[src/rtl/game_pkg.sv]
// Shared definitions for the flappy game controller: state encodings and
// two-digit BCD helpers (also used by the score display).
package game_pkg;

    typedef enum logic [1:0] {
        ST_IDLE = 2'b00,
        ST_PLAY = 2'b01,
        ST_LOSE = 2'b10
    } state_t;

    localparam logic [7:0] BCD_ZERO = 8'h00;
    localparam logic [7:0] BCD_MAX  = 8'h99;

    // Increment a {tens, ones} BCD value, holding at 99.
    function automatic logic [7:0] bcd_inc_sat(input logic [7:0] v);
        logic [7:0] r;
        if (v == BCD_MAX) begin
            r = BCD_MAX;
        end else if (v[3:0] == 4'd9) begin
            r = {v[7:4] + 4'd1, 4'd0};
        end else begin
            r = {v[7:4], v[3:0] + 4'd1};
        end
        return r;
    endfunction

    // True when BCD value a is strictly greater than b.
    function automatic logic bcd_gt(input logic [7:0] a, input logic [7:0] b);
        return (a[7:4] > b[7:4]) || ((a[7:4] == b[7:4]) && (a[3:0] > b[3:0]));
    endfunction

endpackage

[src/rtl/game_sequencer_btn_pulse.sv]
// Button conditioner: two-flop synchroniser, stability debounce, and a
// single-cycle pulse on each accepted press (releases are silent).
module btn_pulse #(
    parameter logic [19:0] DEBOUNCE_CYCLES = 20'd500000
) (
    input  logic clk,
    input  logic srst,
    input  logic btn,
    output logic pulse
);

    logic [1:0]  sync_reg;
    logic        stable_reg;
    logic [19:0] cnt_reg;
    logic        pulse_reg;

    always_ff @(posedge clk) begin
        if (srst) begin
            sync_reg   <= 2'b00;
            stable_reg <= 1'b0;
            cnt_reg    <= 20'd0;
            pulse_reg  <= 1'b0;
        end else begin
            sync_reg  <= {sync_reg[0], btn};
            pulse_reg <= 1'b0;
            if (sync_reg[1] == stable_reg) begin
                cnt_reg <= 20'd0;
            end else if (cnt_reg == DEBOUNCE_CYCLES - 20'd1) begin
                // New level has held long enough; only a rising level pulses.
                stable_reg <= sync_reg[1];
                cnt_reg    <= 20'd0;
                pulse_reg  <= sync_reg[1];
            end else begin
                cnt_reg <= cnt_reg + 20'd1;
            end
        end
    end

    assign pulse = pulse_reg;

endmodule

[src/rtl/game_sequencer.sv]
// Game controller: IDLE/PLAY/LOSE sequencing, frame-locked step strobes,
// BCD score and high score, and the lose-flash bit.
module game_sequencer
    import game_pkg::*;
#(
    parameter logic [19:0] DEBOUNCE_CYCLES = 20'd500000,
    parameter logic [3:0]  PIPE_DIV        = 4'd1,
    parameter logic [3:0]  PHYS_DIV        = 4'd2,
    parameter logic [5:0]  FLASH_FRAMES    = 6'd12
) (
    input  logic       Clk,
    input  logic       reset,
    input  logic       BtnC,
    input  logic       BtnD,
    input  logic       frame_start,
    input  logic       collide,
    input  logic       pipe_passed,
    output logic       clear,
    output logic       run,
    output logic       pipe_step,
    output logic       phys_step,
    output logic       jump,
    output logic [7:0] Score,
    output logic [7:0] HiScore,
    output logic       flash,
    output logic [1:0] state
);

    logic [1:0] btn_raw;
    logic [1:0] btn_evt;

    assign btn_raw = {BtnD, BtnC};

    generate
        for (genvar gi = 0; gi < 2; gi++) begin : g_btn
            btn_pulse #(
                .DEBOUNCE_CYCLES(DEBOUNCE_CYCLES)
            ) u_btn (
                .clk  (Clk),
                .srst (reset),
                .btn  (btn_raw[gi]),
                .pulse(btn_evt[gi])
            );
        end
    endgenerate

    logic c_pulse;
    logic d_pulse;

    assign c_pulse = btn_evt[0];
    assign d_pulse = btn_evt[1];

    state_t     state_reg;
    logic       clear_reg;
    logic       run_reg;
    logic       pipe_step_reg;
    logic       phys_step_reg;
    logic       jump_reg;
    logic [7:0] score_reg;
    logic [7:0] hiscore_reg;
    logic       flash_reg;
    logic [3:0] pipe_cnt_reg;
    logic [3:0] phys_cnt_reg;
    logic [5:0] flash_cnt_reg;

    // Score including this cycle's pipe_passed, so the collision frame counts it.
    logic [7:0] score_next;
    assign score_next = pipe_passed ? bcd_inc_sat(score_reg) : score_reg;

    always_ff @(posedge Clk) begin
        if (reset) begin
            state_reg     <= ST_IDLE;
            clear_reg     <= 1'b0;
            run_reg       <= 1'b0;
            pipe_step_reg <= 1'b0;
            phys_step_reg <= 1'b0;
            jump_reg      <= 1'b0;
            score_reg     <= BCD_ZERO;
            hiscore_reg   <= BCD_ZERO;
            flash_reg     <= 1'b0;
            pipe_cnt_reg  <= 4'd0;
            phys_cnt_reg  <= 4'd0;
            flash_cnt_reg <= 6'd0;
        end else begin
            clear_reg     <= 1'b0;
            pipe_step_reg <= 1'b0;
            phys_step_reg <= 1'b0;
            jump_reg      <= 1'b0;
            case (state_reg)
                ST_IDLE: begin
                    if (d_pulse) begin
                        state_reg    <= ST_PLAY;
                        clear_reg    <= 1'b1;
                        run_reg      <= 1'b1;
                        score_reg    <= BCD_ZERO;
                        pipe_cnt_reg <= 4'd0;
                        phys_cnt_reg <= 4'd0;
                    end
                end
                ST_PLAY: begin
                    jump_reg  <= c_pulse;
                    score_reg <= score_next;
                    if (frame_start && collide) begin
                        state_reg     <= ST_LOSE;
                        run_reg       <= 1'b0;
                        hiscore_reg   <= bcd_gt(score_next, hiscore_reg) ? score_next : hiscore_reg;
                        flash_reg     <= 1'b0;
                        flash_cnt_reg <= 6'd0;
                    end else if (frame_start) begin
                        if (pipe_cnt_reg == PIPE_DIV - 4'd1) begin
                            pipe_cnt_reg  <= 4'd0;
                            pipe_step_reg <= 1'b1;
                        end else begin
                            pipe_cnt_reg <= pipe_cnt_reg + 4'd1;
                        end
                        if (phys_cnt_reg == PHYS_DIV - 4'd1) begin
                            phys_cnt_reg  <= 4'd0;
                            phys_step_reg <= 1'b1;
                        end else begin
                            phys_cnt_reg <= phys_cnt_reg + 4'd1;
                        end
                    end
                end
                ST_LOSE: begin
                    if (d_pulse) begin
                        state_reg     <= ST_IDLE;
                        flash_reg     <= 1'b0;
                        flash_cnt_reg <= 6'd0;
                    end else if (frame_start) begin
                        if (flash_cnt_reg == FLASH_FRAMES - 6'd1) begin
                            flash_cnt_reg <= 6'd0;
                            flash_reg     <= ~flash_reg;
                        end else begin
                            flash_cnt_reg <= flash_cnt_reg + 6'd1;
                        end
                    end
                end
                default: begin
                    state_reg <= ST_IDLE;
                    run_reg   <= 1'b0;
                end
            endcase
        end
    end

    assign clear     = clear_reg;
    assign run       = run_reg;
    assign pipe_step = pipe_step_reg;
    assign phys_step = phys_step_reg;
    assign jump      = jump_reg;
    assign Score     = score_reg;
    assign HiScore   = hiscore_reg;
    assign flash     = flash_reg;
    assign state     = state_reg;

endmodule

[config.mk]
export PLATFORM = sky130hd
export DESIGN_NAME = game_sequencer
export DESIGN_NICKNAME = d
export VERILOG_FILES = /design/src/rtl/game_pkg.sv /design/src/rtl/game_sequencer_btn_pulse.sv /design/src/rtl/game_sequencer.sv
export SDC_FILE = /design/constraint.sdc
export NUM_CORES = 1
export LEC_CHECK = 0
export CAP_MARGIN = 20
export CORE_MARGIN = 5
export CORE_UTILIZATION = 30
export DETAILED_ROUTE_END_ITERATION = 12
export DONT_BUFFER_PORTS = 1
export PLACE_DENSITY = 0.56
export RECOVER_POWER = 100
export SYNTH_ARGS = -nofsm -noshare
export SYNTH_HDL_FRONTEND = slang
export SYNTH_HIERARCHICAL = 1
export SYNTH_SLANG_ARGS = --single-unit
[constraint.sdc]
create_clock -name Clk -period 3.2 [get_ports Clk]
set_input_delay 0.48 -clock Clk [delete_from_list [all_inputs] [get_ports Clk]]
set_output_delay 0.48 -clock Clk [all_outputs]
set_load 0.05 [all_outputs]
Yosys cells after proc, flatten, opt, wreduce, memory -nomap -nowiden
Index checks and enable logic that the tools add are counted.
Widths: inputs -> output; s select.

storage, ports and cells
  input port bits = 7
  word-level logic and storage cells = 112
  register bits = 86
  output and inout port bits = 24

operators by class
  multiplexer cells = 33
  reduce and logical (&&, ||, !) cells = 23
  magnitude comparators = 2
  add/sub/neg operators = 7
  equal/unequal tests = 18
  bitwise gates (word level) = 9

operators with widths
  operator               number
  $add 20x1->20 const B  2
  $eq 20x19->1 const B   2
  $mux 8                 4
  $mux 4                 7
  $mux 6                 4
  $add 4x1->4 const B    4
  $pmux 4 s2             2
  $pmux 8 s2             1
  $pmux 6 s2             1
  $reduce_and 3->1       4
  $reduce_or 3->1        4
  $not 1->1              9
  $eq 8x8->1 const B     1
  $gt 4x4->1             2
  $mux 1                 8
  $reduce_and 4->1       2
  $add 6x1->6 const B    1
  $eq 6x4->1 const B     1
  $mux 2                 3
  $ne 2x2->1 const B     3
  $ne 3x2->1 const B     2
  $pmux 2 s3             1
  $reduce_and 2->1       3
  $eq 4x1->1 const B     1
  15 further kinds       20

Logic depth before layout (Yosys ltp)
  word-level depth = 8
  depth in mapped cells = 10
  depth with buffers taken out = 10

Hierarchy
The synthesis kept the hierarchy.

modules (own cells, without submodules)
  module          seq. area each (um^2)  cells each  area each (um^2)  times used
  btn_pulse       480.5                  113         1,083.5           2
  game_sequencer  760.7                  239         2,130.8           1

Worst setup path before layout
No wires, ideal clock.

  path kind = reg2reg
  from = register score_reg[0], in the netlist Score[0]
  to = register hiscore_reg[6], in the netlist HiScore[6]
  period minus slack after synthesis = 3.115 ns
  library setup time = 0.121 ns
  data arrival time = 2.994 ns
  data required time = 3.079 ns
  path buffers = 0
  setup slack = 0.085 ns
  stages on the path, launching flop included = 10
  path through = dfxtp_1 -> ha_1 -> nand4b_1 -> or4_1 -> nand2_1 -> ha_1 -> nand4_1 -> a21oi_1 -> a211oi_4 -> mux2_4

between the ends
  word-level cells in the longest chain between the ends = 8

ends and longest elaborated chain
  what                                                line                   text
  start, declared                                     game_sequencer.sv:59   logic [7:0] score_reg;
  start signal, assigned                              game_sequencer.sv:102  score_reg <= score_next;
  $eq 4x4->1                                          game_pkg.sv:19         end else if (v[3:0] == 4'd9) begin
  $mux 8                                              game_pkg.sv:19
  $mux 8 (*)                                          game_pkg.sv:17         if (v == BCD_MAX) begin
  $mux 8 (*)                                          game_sequencer.sv:68   assign score_next = pipe_passed ? bcd_inc_sat(score_reg) : score_reg;
  named net score_next[6]                             game_sequencer.sv:67   logic [7:0] score_next;
  branches (longest 4 deep; another with $gt 4x4->1)  n/a
  end signal, assigned                                game_sequencer.sv:106  hiscore_reg <= bcd_gt(score_next, hiscore_reg) ? score_next : hiscore_reg;
  end, declared                                       game_sequencer.sv:60   logic [7:0] hiscore_reg;

Mark *: on every way through the listed nets, which the timed path passes.
A chain may end at the register's enable or synchronous reset.

Worst setup path after layout
  from = register score_reg[5], in the netlist Score[5]
  to = register hiscore_reg[0], in the netlist HiScore[0]

between the ends
  word-level cells in the longest chain between the ends = 8

ends and longest elaborated chain
  what                                                line                  text
  $add 4x1->4                                         game_pkg.sv:20        r = {v[7:4] + 4'd1, 4'd0};
  $mux 8                                              game_pkg.sv:19
  $mux 8 (*)                                          game_pkg.sv:17
  $mux 8 (*)                                          game_sequencer.sv:68
  named net score_next[6]                             game_sequencer.sv:67
  branches (longest 2 deep; another with $gt 4x4->1)  n/a
  $logic_or 1x1->1 (*)                                game_pkg.sv:29        return (a[7:4] > b[7:4]) || ((a[7:4] == b[7:4]) && (a[3:0] > b[3:0]));
  $reduce_and 3->1 (no line) (*)                      n/a

Marked as above.

==> impl_metrics.yaml <==
status:
  status: "finished clean"
placement:
  place_area_um2: 4520
  post-place-cells: 643
  portBuffers: 0
  hpwl_um: 6400
  place_congestion: 0.817
clock_network:
  ctsRootBufferMaster: "clkbuf_16"
  clockBufferDepth: 2
  h-tree-depth: 3
  cts-hold-fix-buffers: 0
  cts_tree: "done"
  cts-resized-gates: 0
  cts_inserted_buffers: 9
  clock-sinks: 86
  worstSkewPairLatency_ns: 0.34
  clk_pin_slew_worst_paths_ns: 0.06
  post_cts_buffers: 0
sta:
  timing.final.crit_period_ns: 2.84
  worst_clock_skew_ns: 0.00497
  finalHoldViolations: 0
  fmax_mhz: 352
  drv_slew: 0
  finalSetupViolations: 0
  worst_slew_pin_slew_ns: 1.28
  setup-tns-final_ns: 0
  relSlewSlack: 0.145
  rsz0062_at_grt: "false"
  finalCritPeriodShare: 0.887
floorplanning:
  pin_count: 31
  dieArea_um2: 16800
  rows: 43
  die_w_um: 130
  initial_core_util: 0.307
  die_h_um: 130
  coreArea_um2: 14000
route:
  drc: 0
  routed_via_density: 5.07
  initialDrtViolationCount: 157
  dr.pass1.iters: 4
  wire_per_inst_um: 13.4
  vias: 3343
  final_antenna_net_count: 0
  totalWireLength_um: 8850
power_and_ir_drop:
  power_density_nw_per_um2: 466
  p_int_w: 0.00179
  power_frac_comb: 0.011
  p_switching_w: 0.000436
  p_seq_frac: 0.483
  switching_share: 0.196
  p_leak_nw: 1.62
  max-vdd-ir-drop_mv: 0.285
  p_clk_frac: 0.506
setup_path:
  start_kind: "register"
  critPathCaptureType: "register"
  crit_type: "register to register"
  crit_arrival_ns: 3.10
  worst_ep_required_time_ns: 3.46
  crit_fanout: 5
global_route:
  grt_pass1_wl_um: 15100
  grtUsageTotal: 0.108
  first_global_vias: 3190
  grt_max_degree: 25
  antenna_found_initial: 2
  grt-ovfl-total: 0
synthesis:
  synth_cell_type_count: 66
  ys_seq_area_frac: 0.401
  synth_area_um2: 4300
  synth_enable_flop_cells: 0
  syn_inst: 465
  synth-main-ff-cell: "dfxtp_1"
  syn-num-nets: 491
  yosys_warnings: 6
  synth-seq-cells: 86
  syn-mean-instance-area_um2: 9.24
  ys_async_sr_fraction: 0
min_path:
  hp-class: "input port to register"
final_layout:
  largest_register_ffs: 40
  drive_above_1_share: 0.0814
  antennaDiodeCount: 0
  fin_area_um2: 4780
  nNetsFinal: 500
  area_delta_synth_final_pct: 11.1
  finalNonFillerCells: 659
job:
  maxCapViolCount: 0
## routing by layer
metal	up-vias	wire length [µm]	part of all wire	track usage
met5	-	21	0.0024	0
met3	22	465	0.053	0.0266
met2	57	4130	0.47	0.176
met1	1564	4050	0.46	0.135
met4	4	189	0.021	0.0526
li1	1696	-	-	-
## power groups by stage
stage	clock (W)	combinational, W	sequential, W
2_1_floorplan	0	0.0000253	0.00110
3_3_place_gp	0	0.0000263	0.00110
3_5_place_dp	0	0.0000266	0.00110
4_1_cts	0.00116	0.0000267	0.00107
5_1_grt	0.00120	0.0000285	0.00107
6_report	0.00112	0.0000254	0.00107
## cell usage after synthesis (7+ instances only)
master / number / area share
inv_1: 20 / 0.017
dfxtp_1: 86 / 0.40
ha_1: 19 / 0.055
xnor2_1: 16 / 0.033
xor2_1: 19 / 0.039
mux2i_1: 8 / 0.019
nand3_1: 16 / 0.019
nand2_1: 28 / 0.024
a21oi_1: 16 / 0.019
nand2b_1: 7 / 0.010
nor2_1: 57 / 0.050
nor2b_1: 7 / 0.010
nand4_1: 13 / 0.019
o21ai_0: 16 / 0.019
## layout by cell type (no fill, tap or decap), types with 4 or more instances in the layout
cell type | netlist | final
o31ai_1 | 5 | 5
inv_1 | 20 | 20
nand3b_1 | 5 | 5
xnor2_1 | 16 | 16
nand3_1 | 16 | 18
nor3_1 | 6 | 6
dfxtp_1 | 86 | 86
o21bai_1 | 2 | 4
clkbuf_1 | 5 | 8
nor2b_1 | 7 | 7
or3_1 | 5 | 5
nand4_1 | 13 | 13
nand4b_1 | 3 | 4
ha_1 | 19 | 19
a31oi_1 | 4 | 4
o21ai_0 | 16 | 17
mux2i_1 | 8 | 8
nand2b_1 | 7 | 7
a22o_1 | 6 | 6
xor2_1 | 19 | 19
or4_1 | 5 | 5
nand2_1 | 28 | 28
clkbuf_16 | 0 | 9
a21oi_1 | 16 | 16
o21a_1 | 6 | 6
nor4_1 | 4 | 4
and4_1 | 4 | 4
nor4b_1 | 6 | 6
buf_4 | 1 | 4
nor2_1 | 57 | 57
## cell families (layout without fill, tap and decap cells)
family | Yosys count | in the layout | synth area share
compound gates | 85 | 85 | 0.145
xor+xnor | 35 | 35 | 0.0713
fa+ha+maj | 19 | 19 | 0.0553
buf+inv | 33 | 47 | 0.0376
flops | 86 | 86 | 0.401
mux | 9 | 9 | 0.0221
simple gates | 198 | 198 | 0.268
## worst paths after layout
kind	startpoint	endpoint	slack [ns]	cells past startpoint
worst min register to register	g_btn[0].u_btn/sync_reg[0]	g_btn[0].u_btn/sync_reg[1]	0.44	1
worst min-delay path	reset	g_btn[0].u_btn/sync_reg[1]	0.22	1
worst max-delay path	Score[5]	HiScore[0]	0.36	11
worst max register to register	Score[5]	HiScore[0]	0.36	11
## worst max-delay path, stage by stage, from the launching register on
cell      delay, ns
dfxtp_1        0.40
inv_1          0.08
ha_1           0.20
and3b_1        0.20
or4_1          0.50
nand2_1        0.12
ha_1           0.25
nand4_1        0.11
a21oi_1        0.08
a211oi_4       0.38
buf_4          0.23
mux2i_1        0.21
## per-stage QoR
stage	hold slack, ns	total power, W	utilization	worst slack [ns]
6_report	0.215	0.00223	0.341	0.361
2_1_floorplan	0.406	0.00112	-	0.0852
4_1_cts	0.200	0.00226	0.346	0.361
3_5_place_dp	0.426	0.00113	0.323	0.397
3_3_place_gp	0.418	0.00113	0.323	0.569
5_1_grt	0.204	0.00230	0.341	0.190
## cell type report
type / count / area, µm²
Clock inverter: 5 / 82.6
Inverter: 20 / 75.1
Timing Repair Buffer: 11 / 56.3
Tap cell: 180 / 225
Multi-Input combinational cell: 346 / 2370
Sequential cell: 86 / 1720
Clock buffer: 11 / 243
Fill cell: 1450 / 9210
(Power assumes the default switching activity.)
